## src/rtl/commit_trace_fifo_pkg.sv

```systemverilog
// Shared types for the commit trace FIFO: retired-instruction record,
// capture FSM state encoding and record width.
package commit_trace_fifo_pkg;

  // One retired instruction as seen at writeback
  typedef struct packed {
    logic [31:0] pc;
    logic [31:0] instr;
    logic [4:0]  rd;
    logic        rd_we;
    logic [31:0] rd_wdata;
    logic        mem_we;
    logic [31:0] mem_addr;
    logic [31:0] mem_wdata;
  } commit_rec_t;

  localparam int unsigned REC_W = $bits(commit_rec_t);

  // Capture FSM; code 3 is unused and recovers to ST_IDLE
  typedef enum logic [1:0] {
    ST_IDLE    = 2'd0,
    ST_CAPTURE = 2'd1,
    ST_DRAIN   = 2'd2
  } trace_state_e;

endpackage

```

## src/rtl/sync_fifo.sv

```systemverilog
// Single-clock FIFO with a registered head output.
// Ports:
//   clk, rst       clock, async active-high reset (clears all pointers/flags)
//   push_i/wdata_i write request and data; accepted when not full or when
//                  a pop happens in the same cycle
//   pop_i          remove head; ignored when empty
//   full_o/empty_o registered occupancy flags
//   count_o        registered number of entries held
//   rdata_o        registered head entry, valid while !empty_o
module sync_fifo #(
  parameter int unsigned WIDTH = 32,
  parameter int unsigned DEPTH = 8
) (
  input  logic                       clk,
  input  logic                       rst,
  input  logic                       push_i,
  input  logic [WIDTH-1:0]           wdata_i,
  input  logic                       pop_i,
  output logic                       full_o,
  output logic                       empty_o,
  output logic [$clog2(DEPTH+1)-1:0] count_o,
  output logic [WIDTH-1:0]           rdata_o
);

  localparam int unsigned PTR_W = $clog2(DEPTH);
  localparam int unsigned CNT_W = $clog2(DEPTH+1);

  logic [WIDTH-1:0] mem_q [DEPTH];
  logic [PTR_W-1:0] wr_ptr_q, wr_ptr_d;
  logic [PTR_W-1:0] rd_ptr_q, rd_ptr_d;
  logic [CNT_W-1:0] count_q, count_d;
  logic             full_q, full_d;
  logic             empty_q, empty_d;
  logic [WIDTH-1:0] head_q, head_d;
  logic             push_ok, pop_ok;
  logic [PTR_W-1:0] rd_ptr_inc;

  assign pop_ok     = pop_i && !empty_q;
  assign push_ok    = push_i && (!full_q || pop_ok);
  assign rd_ptr_inc = rd_ptr_q + PTR_W'(1);

  // Pointer/count/head next-state; DEPTH is a power of two so pointers wrap
  always_comb begin
    wr_ptr_d = wr_ptr_q;
    rd_ptr_d = rd_ptr_q;
    count_d  = count_q;
    head_d   = head_q;
    if (push_ok) wr_ptr_d = wr_ptr_q + PTR_W'(1);
    if (pop_ok)  rd_ptr_d = rd_ptr_inc;
    unique case ({push_ok, pop_ok})
      2'b10:   count_d = count_q + CNT_W'(1);
      2'b01:   count_d = count_q - CNT_W'(1);
      default: count_d = count_q;
    endcase
    // Head register tracks the entry at rd_ptr; the incoming word becomes
    // head only when the slot it lands in is the next head.
    if (pop_ok) begin
      if (count_q == CNT_W'(1)) begin
        if (push_ok) head_d = wdata_i;
      end else begin
        head_d = mem_q[rd_ptr_inc];
      end
    end else if (empty_q && push_ok) begin
      head_d = wdata_i;
    end
    full_d  = (count_d == CNT_W'(DEPTH));
    empty_d = (count_d == CNT_W'(0));
  end

  // Control state
  always_ff @(posedge clk or posedge rst) begin
    if (rst) begin
      wr_ptr_q <= '0;
      rd_ptr_q <= '0;
      count_q  <= '0;
      full_q   <= 1'b0;
      empty_q  <= 1'b1;
      head_q   <= '0;
    end else begin
      wr_ptr_q <= wr_ptr_d;
      rd_ptr_q <= rd_ptr_d;
      count_q  <= count_d;
      full_q   <= full_d;
      empty_q  <= empty_d;
      head_q   <= head_d;
    end
  end

  // Storage array; contents are don't-care until written
  always_ff @(posedge clk) begin
    if (push_ok) mem_q[wr_ptr_q] <= wdata_i;
  end

  assign full_o  = full_q;
  assign empty_o = empty_q;
  assign count_o = count_q;
  assign rdata_o = head_q;

endmodule

```

## src/rtl/commit_trace_fifo.sv

```systemverilog
// Commit trace capture buffer: records retired instructions between a
// start and stop pulse, then drains them to a model-side consumer.
// Ports:
//   clk, rst          clock, async active-high reset
//   start, stop       capture window control pulses
//   wb_valid, wb_rec  retired-instruction record from writeback
//   out_valid/ready   head handshake to consumer; out_rec is the head
//   count             records held
//   overflow          sticky: a record was dropped while full
//   drop_cnt          dropped records, saturating
//   state             FSM state (0 idle, 1 capture, 2 drain)
module commit_trace_fifo
  import commit_trace_fifo_pkg::*;
#(
  parameter int unsigned DEPTH  = 8,
  parameter int unsigned DROP_W = 16
) (
  input  logic                       clk,
  input  logic                       rst,
  input  logic                       start,
  input  logic                       stop,
  input  logic                       wb_valid,
  input  commit_rec_t                wb_rec,
  output logic                       out_valid,
  input  logic                       out_ready,
  output commit_rec_t                out_rec,
  output logic [$clog2(DEPTH+1)-1:0] count,
  output logic                       overflow,
  output logic [DROP_W-1:0]          drop_cnt,
  output logic [1:0]                 state
);

  localparam int unsigned CNT_W = $clog2(DEPTH+1);

  trace_state_e      state_q, state_d;
  logic              overflow_q, overflow_d;
  logic [DROP_W-1:0] drop_cnt_q, drop_cnt_d;

  logic              fifo_full, fifo_empty;
  logic [CNT_W-1:0]  fifo_count;
  logic [REC_W-1:0]  fifo_rdata;
  logic              push_req, push, pop, drop;

  // A full FIFO still takes a record when the head leaves the same cycle
  assign pop      = !fifo_empty && out_ready;
  assign push_req = (state_q == ST_CAPTURE) && wb_valid;
  assign push     = push_req && (!fifo_full || pop);
  assign drop     = push_req && fifo_full && !pop;

  sync_fifo #(
    .WIDTH (REC_W),
    .DEPTH (DEPTH)
  ) u_fifo (
    .clk     (clk),
    .rst     (rst),
    .push_i  (push),
    .wdata_i (wb_rec),
    .pop_i   (pop),
    .full_o  (fifo_full),
    .empty_o (fifo_empty),
    .count_o (fifo_count),
    .rdata_o (fifo_rdata)
  );

  // Capture FSM and drop accounting
  always_comb begin
    state_d    = state_q;
    overflow_d = overflow_q;
    drop_cnt_d = drop_cnt_q;
    case (state_q)
      ST_IDLE: begin
        // start wins over a coincident stop
        if (start) begin
          state_d    = ST_CAPTURE;
          overflow_d = 1'b0;
          drop_cnt_d = '0;
        end
      end
      ST_CAPTURE: if (stop) state_d = ST_DRAIN;
      ST_DRAIN:   if (fifo_empty && !pop) state_d = ST_IDLE;
      default:    state_d = ST_IDLE;
    endcase
    // Drops only occur in CAPTURE, so never collide with the clear above
    if (drop) begin
      overflow_d = 1'b1;
      if (drop_cnt_q != '1) drop_cnt_d = drop_cnt_q + DROP_W'(1);
    end
  end

  always_ff @(posedge clk or posedge rst) begin
    if (rst) begin
      state_q    <= ST_IDLE;
      overflow_q <= 1'b0;
      drop_cnt_q <= '0;
    end else begin
      state_q    <= state_d;
      overflow_q <= overflow_d;
      drop_cnt_q <= drop_cnt_d;
    end
  end

  assign out_valid = !fifo_empty;
  assign out_rec   = commit_rec_t'(fifo_rdata);
  assign count     = fifo_count;
  assign overflow  = overflow_q;
  assign drop_cnt  = drop_cnt_q;
  assign state     = state_q;

endmodule
```

## config.mk

```make
export PLATFORM = sky130hd
export DESIGN_NAME = commit_trace_fifo
export DESIGN_NICKNAME = d
export VERILOG_FILES = /design/src/rtl/commit_trace_fifo_pkg.sv /design/src/rtl/sync_fifo.sv /design/src/rtl/commit_trace_fifo.sv
export SDC_FILE = /design/constraint.sdc
export NUM_CORES = 2
export LEC_CHECK = 0
export BUFFER_PORTS_ARGS = -buffer_cell sky130_fd_sc_hd__clkbuf_2
export CAP_MARGIN = 5
export CORE_MARGIN = 2
export CORE_UTILIZATION = 35
export DETAILED_ROUTE_END_ITERATION = 6
export PLACE_DENSITY = 0.53
export SLEW_MARGIN = 20
export SYNTH_ARGS = -nofsm -noshare
export SYNTH_HDL_FRONTEND = slang
export SYNTH_SLANG_ARGS = --single-unit
```

## constraint.sdc

```tcl
create_clock -name clk -period 42.7 [get_ports clk]
set_input_delay 4.27 -clock clk [delete_from_list [all_inputs] [get_ports clk]]
set_output_delay 4.27 -clock clk [all_outputs]
set_load 0.02 [all_outputs]
```

* After elaboration in Yosys (flattened, before gate mapping)
Memory sizes are Yosys's and may differ from the RTL's.
Index checks and enable logic that the tools add are counted.
Widths: inputs -> output; s select.
** Cells by class
- Reduce and logical (&&, ||, !) cells :: 22
- Eq/ne operators :: 11
- Mux-type cells :: 18
- $add $sub $neg :: 5
** Operators by type and width (count)
- $mux 167 :: 4
- $mux 16 :: 4
- $add 16x1->16 const B :: 1
- $ne 16x16->1 const B :: 1
- $logic_and 1x1->1 :: 9
- $pmux 4 s2 :: 1
- $add 3x1->3 const B :: 2
- $mux 2 :: 3
- $ne 2x2->1 const B :: 3
- $pmux 2 s3 :: 1
- $reduce_bool 2->1 :: 3
- $mux 1 :: 5
- $add 4x1->4 const B :: 1
- $eq 2x1->1 const B :: 2
- $eq 2x2->1 const B :: 2
- $eq 4x1->1 const B :: 1
- $eq 4x4->1 const B :: 1
- $logic_not 4->1 :: 1
- $reduce_and 2->1 :: 2
- $sub 4x1->4 const B :: 1
- $logic_not 1->1 :: 3
- $ne 3x2->1 const B :: 1
- $reduce_and 3->1 :: 1
- $logic_not 2->1 :: 1
- $logic_or 1x1->1 :: 2
** Storage, ports and cells
- Bits in writable memories :: 1336
- Word-level logic and storage cells :: 66
- Output and inout port bits :: 191
- Memories kept :: 1
- Register bits :: 198
** Memory list
- u_fifo.mem_q :: words 8, width 167, rd ports 1, clocked after memory_dff 0, wr ports 1, line sync_fifo.sv:28 : logic [WIDTH-1:0] mem_q [DEPTH];

* Logic depth before layout (Yosys ltp)
- Word-level depth :: 8
- Mapped depth :: 10
- Depth with buffers taken out :: 9

* Modules after synthesis
A second synthesis with hierarchy kept.
** Unflattened totals
- Cell total of the unflattened synthesis :: 4001
- Area, all modules :: 61451.4 um2
** Modules (own cells, without submodules)
- sync_fifo :: cells an instance 3885, seq. area each 44599.0 um2, area an instance 60372.9 um2, instances 1
- commit_trace_fifo :: cells an instance 116, seq. area each 475.5 um2, area an instance 1078.5 um2, instances 1

* Worst setup path after synthesis
OpenSTA, ideal clock, no wires.
- Kind :: input port to flip-flop
- Start :: input out_ready
- End :: memory u_fifo.mem_q[4][0] (netlist bit), enable pin
- Data arrival time :: 17.014 ns
- Setup time :: 0.932 ns
- Path buffers :: 1
- Path slack :: 24.754 ns
- Stages on the path :: 5
- Cells stage by stage :: nand2b_4 > buf_12 > a21oi_2 > nand2b_1 > nor3b_1
** On the way
- Word-level cells in the longest chain between the ends :: 6
** RTL lines
- from (decl) :: line commit_trace_fifo.sv:25 : input logic out_ready,
- $logic_and 1x1->1 * :: line commit_trace_fifo.sv:45 : assign pop = !fifo_empty && out_ready;
- $logic_or 1x1->1 or $logic_and 1x1->1 (tied branches) :: line commit_trace_fifo.sv:47, sync_fifo.sv:38
- $logic_and 1x1->1 or $logic_or 1x1->1 (tied branches) :: line commit_trace_fifo.sv:47, sync_fifo.sv:39
- $logic_and 1x1->1 * :: line sync_fifo.sv:39 : assign push_ok = push_i && (!full_q || pop_ok);
- via u_fifo.push_ok :: line sync_fifo.sv:35 : logic push_ok, pop_ok;
- $mux 1 * :: line sync_fifo.sv:91 : if (push_ok) mem_q[wr_ptr_q] <= wdata_i;
- $mux 1 (implied by the code) * :: line sync_fifo.sv:91
- to (decl) :: line sync_fifo.sv:28
The timed path passes the listed nets; every way through them passes the cells marked *.

* Worst setup path in the final report
- Start :: input wb_valid
- End :: memory u_fifo.mem_q[4][42] (netlist bit), enable pin
** On the way
- Word-level cells in the longest chain between the ends :: 5
** RTL lines
- from (decl) :: line commit_trace_fifo.sv:22 : input logic wb_valid,
- $logic_and 1x1->1 :: line commit_trace_fifo.sv:46 : assign push_req = (state_q == ST_CAPTURE) && wb_valid;
- $logic_and 1x1->1 :: line commit_trace_fifo.sv:47 : assign push = push_req && (!fifo_full || pop);
- $logic_and 1x1->1 :: line sync_fifo.sv:39
- via u_fifo.push_ok :: line sync_fifo.sv:35
- $mux 1 :: line sync_fifo.sv:91
- $mux 1 (implied by the code) :: line sync_fifo.sv:91
The timed path passes the listed nets, and every way through them passes these cells.

==> results.toml <==
[power]
cellLeakagePower_nw = 24.7
pwr_density_cell_mw_per_mm2 = 75.2
irDropWorstVdd_mv = 0.0929

[worst_setup_path]
crit_end = "u_fifo.mem_q[4][42]$_DFFE_PP_"
cp_data_required_time_ns = 43.09
critPathKind = "in2reg"
critPathLaunchType = "input pin"
reg2reg_to = "u_fifo.rdata_o[23]$_DFFE_PP0P_"
critPathCaptureType = "register"
cp-startpoint = "wb_valid"
critPathArrivalTime_ns = 7.21
slowest_delay_ns = 0.82
path_cells = "clkbuf_2 > nand3b_1 > a21oi_2 > nand2b_1 > nor3b_2 > buf_12 > buf_4"
r2r_start = "u_fifo.rd_ptr_q[0]$_DFFE_PP0P_"
critPathMaxFanout = 118
slowest_stage = "buf_4"
reg2reg_slack_ns = 36.87
reg2regPathDepth = 9

[final_layout]
fin_nets = 4113
register_area_mm2 = 0.0451
syn_to_final_growth_pct = 15.8
final_area_mm2 = 0.0688
drive_gt1_frac = 0.161
fillers = 15223
final-instance-count-excl-fill = 6296
multi_input_area_mm2 = 0.0134

[floorplan]
die_area_mm2 = 0.173
rows = 151
io_pins = 364
die_h_um = 416
fp.dieW_um = 416
start_util = 0.351
core-area_mm2 = 0.169

[timing]
max_slew_margin = 0.254
hold_viol = 0
slew_viol_final = 0
hold_ws_ns = 0.492
setup_viol = 0
post-route-period-util = 0.160
final.setup.worst_slack_ns = 35.89
max_freq_ghz = 0.147
setup_tns_ns = 0
grt_setup_unrepaired = "no"
min_period_ns = 6.81
tightest_slew_ns = 1.12
skew_ns = 0.0278

[clock_tree]
hold_buffers = 0
root_buffer = "clkbuf_16"
cts_max_level = 4
cts_tree = "done"
post_cts_buffers = 0
cts_resized = 0
clk_path_buf_depth = 3
clk_latency_ns = 0.79
clkTransAtPathRegs_ns = 0.06
cts_sinks = 1534
numCtsBuffers = 162

[yosys]
yosys-top-cells-count = "edfxtp_1 (1336), mux2i_1 (673), a22oi_1 (335)"
yosysSeqAreaShare = 0.759
ys_types = 51
synth_area_leaders = "edfxtp_1 (68%), mux2i_1 (11%), dfrtp_1 (8.3%)"
syn_area_mm2 = 0.0594
synth-seq-cells = 1534
synth.top_cell.area_share = 0.675
synthCells = 3584
synth_ff_type = "edfxtp_1"
synthMostInstantiatedCell = "edfxtp_1"
synth_top_area_cell = "edfxtp_1"
synth_area_per_cell_um2 = 16.6
ys_warn_count = 0
ys_async_sr_fraction = 0.129
syn_nets = 3766
synth_edf_count = 1336

[routing]
wirelength_um = 150000
routed_via_density = 5.13
initialDrtViolationCount = 2488
via_count = 32302
drc_errors = 0
wl_per_cell_um = 23.9
drt_pass1_iterations = 5
final_antenna_net_count = 0

[grt]
grt_first_pass_wirelength_um = 220000
grt-ovfl-total = 0
antenna_found_initial = 39
grt_pass1_vias = 32335
grt_max_degree = 170
track_usage = 0.171

[outcome]
status = "completed"

[flow_run]
maxCapViolCount = 0

[placement]
dp_cells = 5985
dpl-instance-area_mm2 = 0.0636
hpwl_um = 78700
dp_slack_ns = 35.10
io_buffer_count = 363
place.gp.congestion = 0.721

[worst_hold_path]
hold_path.class = "reg2reg"
-- registers in the layout, summed over array words and instances (netlist names) --
name,count
state,2
u_fifo.empty_o,1
overflow,1
u_fifo.rdata_o,167
u_fifo.wr_ptr_q,3
u_fifo.mem_q,1336
u_fifo.rd_ptr_q,3
u_fifo.full_o,1
u_fifo.count_o,4
drop_cnt,16
-- power by group --
| group | internal (mW) | switching (mW) |
|---|---|---|
| logic | 0.690 | 1.19 |
| clock network | 0.796 | 0.571 |
| registers | 1.82 | 0.102 |
-- per-layer routing --
metal	wire, um	vias up	GRT usage	part of all wire
li1	-	14807	-	-
met1	64900	16565	0.220	0.43
met2	75700	671	0.292	0.50
met3	6050	239	0.0312	0.040
met4	3460	20	0.0553	0.023
met5	131	-	0	0.00087
-- logic make-up after synthesis --
family | Yosys count | synth area share
xor+xnor | 6 | 0.000884
fa+ha+maj | 9 | 0.00190
mux | 676 | 0.114
simple gates | 586 | 0.0428
buf+inv | 238 | 0.0183
compound gates | 535 | 0.0637
flops | 1534 | 0.759
-- critical path: cells and delay by family --
kind / cells / cell delay [ns]
AO/OA/AOI/OAI: 1 / 0.41
buffers and inverters: 3 / 1.57
AND/OR/NAND/NOR: 3 / 0.75
-- placed cells by master, fill, tap and decap left out, drive strengths merged, types with 4 or more instances in the layout --
cell and n:
nand2b 5, a31oi 167, clkinv 46, nor3 6
nor2 178, nor4 4, edfxtp 1336, o21ai 12
diode 11, nor3b 4, ha 9, xnor2 5
buf 47, mux2i 673, nand4 7, inv 16
bufinv 8, a21oi 6, nand2 191, a22oi 335
clkbuf 601, dfrtp 197, nand3 180
-- metrics by stage --
stage | utilization | power [mW]
6_report | 0.407 | 5.17
5_1_grt | 0.407 | 5.43
4_1_cts | 0.407 | 5.24
3_5_place_dp | 0.376 | 3.87
3_3_place_gp | 0.376 | 3.85
2_1_floorplan | - | 3.31
-- worst min path at each step --
stage,endpoint,from,cells past startpoint,slack (ns)
after floorplan,u_fifo.rd_ptr_q[1]$_DFFE_PP0P_,u_fifo.rd_ptr_q[1]$_DFFE_PP0P_,2,0.45
after global placement,overflow$_DFFE_PP0P_,overflow$_DFFE_PP0P_,2,0.47
after detailed placement,overflow$_DFFE_PP0P_,overflow$_DFFE_PP0P_,2,0.48
after CTS,u_fifo.rd_ptr_q[2]$_DFFE_PP0P_,u_fifo.rd_ptr_q[2]$_DFFE_PP0P_,1,0.50
after global routing,overflow$_DFFE_PP0P_,overflow$_DFFE_PP0P_,2,0.51
final,u_fifo.rd_ptr_q[2]$_DFFE_PP0P_,u_fifo.rd_ptr_q[2]$_DFFE_PP0P_,1,0.49
-- area by class of cell --
| type | count | area share |
|---|---|---|
| flip-flops and latches | 1534 | 0.655 |
| multi-input cells | 1812 | 0.194 |
| diodes | 11 | 0.000400 |
| clock buffers | 238 | 0.0668 |
| repair buffers | 410 | 0.0338 |
| inverters | 11 | 0.000746 |
| clock inverters | 62 | 0.00837 |
| well taps | 2218 | 0.0403 |
Note: power is estimated with default switching activity, not from simulation.
